File: src/rtl/exh_stim_pkg.sv
// exh_stim_pkg
// Shared types and helpers for the exhaustive stimulus engine.
//   mode_t       : vector ordering selected at start (mode 3 behaves as MODE_BIN)
//   state_t      : sequencer FSM states
//   DEFAULT_POLY : default MISR feedback polynomial (CRC-16/CCITT)
//   seq_enc()    : maps a running index onto the vector actually driven
package exh_stim_pkg;

  localparam int MAX_WIDTH = 16;
  localparam logic [15:0] DEFAULT_POLY = 16'h1021;

  typedef enum logic [1:0] {
    MODE_BIN  = 2'd0,
    MODE_GRAY = 2'd1,
    MODE_DESC = 2'd2
  } mode_t;

  typedef enum logic [1:0] {
    S_IDLE = 2'd0,
    S_RUN  = 2'd1,
    S_DONE = 2'd2
  } state_t;

  // The index is zero-extended by the caller, so the Gray shift pulls in a
  // zero at the top and the inversion for descending order is made correct
  // by the caller truncating back to WIDTH bits.
  function automatic logic [MAX_WIDTH-1:0] seq_enc(input logic [MAX_WIDTH-1:0] idx,
                                                    input logic [1:0]           mode);
    case (mode)
      MODE_GRAY: seq_enc = idx ^ (idx >> 1);
      MODE_DESC: seq_enc = ~idx;
      default:   seq_enc = idx;
    endcase
  endfunction

endpackage

File: src/rtl/misr.sv
// misr
// Multiple-input signature register: shift left, feed back POLY when the
// outgoing MSB is set, and XOR in the zero-extended input word.
//   clk, rst_n : clock, asynchronous active-low reset (signature -> 0)
//   clr        : synchronous clear to 0, has priority over en
//   en         : fold din into the signature on this edge
//   din        : response word (IN_WIDTH <= SIG_WIDTH)
//   sig        : current signature
module misr
  import exh_stim_pkg::*;
#(
  parameter int                   SIG_WIDTH = 16,
  parameter int                   IN_WIDTH  = 1,
  parameter logic [SIG_WIDTH-1:0] POLY      = DEFAULT_POLY
) (
  input  logic                 clk,
  input  logic                 rst_n,
  input  logic                 clr,
  input  logic                 en,
  input  logic [IN_WIDTH-1:0]  din,
  output logic [SIG_WIDTH-1:0] sig
);

  logic [SIG_WIDTH-1:0] sig_next;

  always_comb begin
    sig_next = {sig[SIG_WIDTH-2:0], 1'b0} ^ (sig[SIG_WIDTH-1] ? POLY : '0) ^ SIG_WIDTH'(din);
  end

  always_ff @(posedge clk or negedge rst_n) begin
    if (!rst_n) begin
      sig <= '0;
    end else if (clr) begin
      sig <= '0;
    end else if (en) begin
      sig <= sig_next;
    end
  end

endmodule

File: src/rtl/exhaustive_stim_engine.sv
// exhaustive_stim_engine
// Walks all 2^WIDTH input vectors of a combinational DUT, holding each for
// HOLD cycles, and compresses the DUT response into a MISR signature.
//   clk, rst_n : clock, asynchronous active-low reset
//   start      : begin a run (only looked at in IDLE)
//   abort      : end a run early, wins over start
//   mode       : 0 ascending, 1 Gray, 2 descending, 3 ascending
//   stim       : vector to the DUT; stim_valid marks it live
//   resp       : DUT response, folded on the last cycle of each hold window
//   busy, done : run in progress / one-cycle completion pulse
//   vec_count  : vectors applied and sampled in the current/last run
//   signature  : MISR contents
//   dbg_state  : current FSM state (state_t encoding)
//
// Control semantics: start and abort are plain levels sampled on the rising
// edge. start is acted on only when the FSM is IDLE and abort is low; abort
// is acted on only in RUN. There is no ready/acknowledge: busy going high in
// the cycle after the sampling edge is the acceptance indication, and done
// is the completion indication. All outputs come straight from flops.
module exhaustive_stim_engine
  import exh_stim_pkg::*;
#(
  parameter int                   WIDTH     = 4,
  parameter int                   OUT_WIDTH = 1,
  parameter int                   HOLD      = 1,
  parameter int                   SIG_WIDTH = 16,
  parameter logic [SIG_WIDTH-1:0] POLY      = DEFAULT_POLY
) (
  input  logic                 clk,
  input  logic                 rst_n,
  input  logic                 start,
  input  logic                 abort,
  input  logic [1:0]           mode,
  output logic [WIDTH-1:0]     stim,
  output logic                 stim_valid,
  input  logic [OUT_WIDTH-1:0] resp,
  output logic                 busy,
  output logic                 done,
  output logic [WIDTH:0]       vec_count,
  output logic [SIG_WIDTH-1:0] signature,
  output logic [1:0]           dbg_state
);

  localparam int HW = (HOLD > 1) ? $clog2(HOLD) : 1;
  localparam logic [HW-1:0] HOLD_LAST = HW'(HOLD - 1);

  state_t           state_q, state_d;
  logic [1:0]       mode_q;
  logic [WIDTH-1:0] idx_q, idx_next;
  logic [HW-1:0]    hold_q;
  logic             launch, fold, last_vec;

  assign dbg_state = state_q;
  assign idx_next  = idx_q + WIDTH'(1);
  assign last_vec  = (idx_q == '1);

  // Next-state and per-edge strobes. fold is only raised when abort is low,
  // so an aborting edge never touches the MISR or the vector count.
  always_comb begin
    state_d = state_q;
    launch  = 1'b0;
    fold    = 1'b0;
    case (state_q)
      S_IDLE: begin
        if (start && !abort) begin
          state_d = S_RUN;
          launch  = 1'b1;
        end
      end
      S_RUN: begin
        if (abort) begin
          state_d = S_IDLE;
        end else if (hold_q == HOLD_LAST) begin
          fold = 1'b1;
          if (last_vec) state_d = S_DONE;
        end
      end
      S_DONE:  state_d = S_IDLE;
      default: state_d = S_IDLE;
    endcase
  end

  always_ff @(posedge clk or negedge rst_n) begin
    if (!rst_n) state_q <= S_IDLE;
    else        state_q <= state_d;
  end

  always_ff @(posedge clk or negedge rst_n) begin
    if (!rst_n) begin
      mode_q     <= 2'd0;
      idx_q      <= '0;
      hold_q     <= '0;
      vec_count  <= '0;
      stim       <= '0;
      stim_valid <= 1'b0;
      busy       <= 1'b0;
      done       <= 1'b0;
    end else begin
      // Status flags are registered copies of where the FSM is going.
      stim_valid <= (state_d == S_RUN);
      busy       <= (state_d == S_RUN);
      done       <= (state_d == S_DONE);
      if (launch) begin
        mode_q    <= mode;
        idx_q     <= '0;
        hold_q    <= '0;
        vec_count <= '0;
        stim      <= WIDTH'(seq_enc(MAX_WIDTH'(0), mode));
      end else if (state_q == S_RUN && !abort) begin
        if (fold) begin
          hold_q    <= '0;
          vec_count <= vec_count + (WIDTH+1)'(1);
          if (!last_vec) begin
            idx_q <= idx_next;
            stim  <= WIDTH'(seq_enc(MAX_WIDTH'(idx_next), mode_q));
          end
        end else begin
          hold_q <= hold_q + HW'(1);
        end
      end
    end
  end

  misr #(
    .SIG_WIDTH (SIG_WIDTH),
    .IN_WIDTH  (OUT_WIDTH),
    .POLY      (POLY)
  ) u_misr (
    .clk   (clk),
    .rst_n (rst_n),
    .clr   (launch),
    .en    (fold),
    .din   (resp),
    .sig   (signature)
  );

endmodule
File: config.mk
export PLATFORM = sky130hd
export DESIGN_NAME = exhaustive_stim_engine
export DESIGN_NICKNAME = d
export VERILOG_FILES = /design/src/rtl/exh_stim_pkg.sv /design/src/rtl/misr.sv /design/src/rtl/exhaustive_stim_engine.sv
export SDC_FILE = /design/constraint.sdc
export NUM_CORES = 1
export LEC_CHECK = 0
export BUFFER_PORTS_ARGS = -buffer_cell sky130_fd_sc_hd__buf_2
export CORE_UTILIZATION = 50
export CTS_BUF_LIST = sky130_fd_sc_hd__clkbuf_4
export CTS_CLUSTER_DIAMETER = 50
export DETAILED_ROUTE_END_ITERATION = 10
export PLACE_DENSITY = 0.87
export SYNTH_ARGS = -nofsm -noshare
export SYNTH_HDL_FRONTEND = slang
export SYNTH_SLANG_ARGS = --single-unit
File: constraint.sdc
create_clock -name clk -period 1.6 [get_ports clk]
set_clock_uncertainty 0.05 [all_clocks]
set_input_delay 0.08 -clock clk [delete_from_list [all_inputs] [get_ports clk]]
set_output_delay 0.08 -clock clk [all_outputs]
set_load 0.03 [all_outputs]
==> metrics.yaml <==
clock_tree:
  cts_tree: "yes"
  clkLatencyLatePin_ns: 0.35
  root_buffer: "clkbuf_4"
  cts_made_buffers: 5
  cts.sinks: 36
  cts.path.max_buffers: 2
  htree_levels: 2
  clk_pin_slew_worst_paths_ns: 0.11
yosys:
  synth_area_leaders: "dfrtp_1 54%, nand2_1 8.6%, nand3_1 4.5%"
  ys_seq_elements: 36
  synthDominantCellAreaShare_pct: 54.4
  yosysTopAreaCell: "dfrtp_1"
  ys_seq_area_share_pct: 54.4
  synth_area_um2: 1660
  postSynthAreaPerCell_um2: 9.86
  syn_inst: 168
  synth_edf_count: 0
  ys_async_sr_fraction_pct: 100
  syn-num-nets: 179
  ys_warn_count: 0
  synthDistinctLibCells: 30
  ys.flop_type: "dfrtp_1"
outcome:
  status: "finished clean"
floorplanning:
  io_pins: 37
  die_w_um: 59.6
  rows: 20
  start_util_pct: 53.4
  core_um2: 3100
  die_area_um2: 3550
  dieHeight_um: 59.6
power_and_ir_drop:
  power_leakage_nw: 1.11
  clkPwrFrac_pct: 25.8
  max-vdd-ir-drop_mv: 0.924
  powerDensity_nw_per_um2: 1170
  cellInternalPower_mw: 1.66
  p_total_mw: 2.55
  p_switching_uw: 888
  comb_power_share_pct: 31.4
  p_seq_share_pct: 42.9
  swShare_pct: 34.8
timing:
  fmax_mhz: 628
  rsz0062_at_grt: "true"
  setup_viol: 0
  finalWorstSetupSlack_ns: 0.00759
  worst_pin_slew_ns: 0.442
  period_minus_slack_ns: 1.59
  final_hold_viol_count: 0
  slew_headroom_pct: 70.5
  slew_viol_final: 0
  finalCritPeriodShare_pct: 99.5
grt:
  antenna_found_initial: 0
  grt.total_usage_pct: 24.9
  grt_start_max_net_pins: 37
  grt_pass1_vias: 1333
  grt_overflow: 0
  grt_pass1_wl_um: 6190
final_layout:
  num_antenna_cells: 0
  area_growth_pct: 31.3
  drive_above_1_share_pct: 32.3
  final_nets: 236
  regArea_um2: 901
  fillCellCount: 229
  multi_input_area_um2: 757
critical_path:
  cp_max_fo: 4
  cpPeakStageDelay_ns: 0.49
  worstPathArrival_ns: 1.82
  cpMaxStageDelayCell: "or4_1"
  cp_num_buf_inv: 0
  path_cells: "ha_2, xor2_2, or4_1, a31oi_1"
  cp-end-kind: "register"
  r2r_cells: 4
  critical_path.startpoint_type: "register"
  cp_num_cells: 4
  required_ns: 1.83
  crit_family: "simple AND/OR/NAND/NOR gates"
  rrSetupSlack_ns: 0.008
  critPathKind: "register to register"
detailed_routing:
  route.detailed.drc: 0
  first_pass_iters: 4
  vias: 1472
  first_iter_violations: 96
  post_drt_wl_per_cell_um: 14.7
  avgViaCountPerCell: 5.45
  antenna_left: 0
  wl_um: 3960
hold_path:
  holdCritPathClass: "input port to register"
  holdPathStages: 4
placement:
  place_hpwl_um: 2510
  dp_slack_ns: -0.0129
  port_buffers: 36
  gp_congestion: 0.844
job:
  maxCapViolations: 0
==> final timing paths <==
check | from | to
setup / recovery | idx_q[0]$_DFFE_PN0P_ | stim[2]$_DFFE_PN0P_
hold / removal | abort | dbg_state[0]$_DFF_PN0_
setup reg to reg | idx_q[0]$_DFFE_PN0P_ | stim[2]$_DFFE_PN0P_
hold reg to reg | u_misr.sig[7]$_DFFE_PN0P_ | u_misr.sig[8]$_DFFE_PN0P_
max in group asynchronous | rst_n | mode_q[0]$_DFFE_PN0P_
min in group asynchronous | rst_n | vec_count[4]$_DFFE_PN0P_
==> layer usage <==
metal  global-route usage, %  vias to the layer above  routed length, um
li1                        -                      687                  -
met1                    33.0                      725               1770
met2                    36.4                       51               1900
met3                    7.42                        9                188
met4                    13.6                        0                 99
met5                       0                        -                  0
==> sequential cells by signal, indices dropped and copies added (netlist names) <==
register and cells:
done 1, vec_count 5, stim 4, idx_q 4, mode_q 2, dbg_state 2
u_misr.sig 16, busy 1, hold_q 1
==> tightest hold or removal path: cells and delay by family <==
family	cells	cell delay, ns
AND/OR/NAND/NOR	2	0.14
AO/OA/AOI/OAI	1	0.11
buffers and inverters	1	0.16
==> layout by cell type, fill, tap and decap left out, types with 2 or more instances in the layout <==
cell type,n
buf_2,36
a21oi_1,10
clkbuf_4,6
dlygate4sd3_1,5
nor2_1,8
nand3_1,14
buf_4,14
o21ai_1,4
a31oi_1,2
xor2_1,3
o21ai_0,9
nand2_1,38
mux2i_1,2
nand3b_1,2
ha_4,2
dfrtp_1,36
xor2_2,2
xnor2_1,4
inv_1,4
nand4_1,2
nor4b_4,2
o211ai_1,2
==> repair_timing <==
action / CTS / global route
endpoints found under the setup margin: 1 / 23
buffers inserted: 0 / 4
gates cloned: 0 / 0
hold buffers: 5 / 0
pin swaps: 0 / 3
resized for setup: 2 / 10
hold endpoints to repair: 41 / 0
==> power groups by stage <==
stage,logic [mW],clock network [mW],registers (mW)
after floorplan,0.292,0,1.25
final,0.800,0.657,1.09
after global placement,0.656,0,1.10
after detailed placement,0.673,0,1.11
after CTS,0.701,0.670,1.09
after global routing,0.867,0.713,1.11
==> cell families (layout without fill, tap and decap cells) <==
group | count (synthesis) | in the layout | synth area share, %
AND/OR/NAND/NOR | 74 | 74 | 22.1
flip-flops | 36 | 36 | 54.4
AO/OA/AOI/OAI | 32 | 32 | 10.8
buffers and inverters | 11 | 69 | 3.25
XOR/XNOR | 9 | 9 | 5.21
adder cells (fa/ha/maj) | 4 | 4 | 3.02
multiplexers | 2 | 2 | 1.21
==> cell usage after synthesis, types with 2 or more instances <==
master and count:
nand2_1 38, a21oi_1 10, o21ai_1 4, nand3_1 15, mux2i_1 2, ha_1 4, clkbuf_1 3, o21ai_0 10
nor4b_4 2, xnor2_1 4, dfrtp_1 36, and2_1 2, nand4_1 2, nand3b_1 2, a31oi_1 2, xor2_1 4
o211ai_1 2, buf_4 3, nor2_1 9, inv_1 4
==> final cells by class <==
cell class	count	area share (%)
multi-input cells	121	34.8
flip-flops and latches	36	41.4
clock buffers	6	2.07
repair buffers	57	16.9
well taps	44	2.53
clock inverters	2	1.61
inverters	4	0.690
==> stage by stage <==
step	hold slack, ns	utilization (%)	setup TNS (ns)	area, um^2	cells
after floorplan	-0.266	-	0	1660	168
after global placement	0.0883	63.0	0	1960	253
after detailed placement	0.0920	63.0	-0.0129	1960	253
after CTS	0.126	67.4	-0.00107	2090	266
after global routing	0.134	70.1	-0.0558	2170	270
final	0.114	70.1	0	2170	270
No activity file was read; power rests on OpenSTA's default activity.
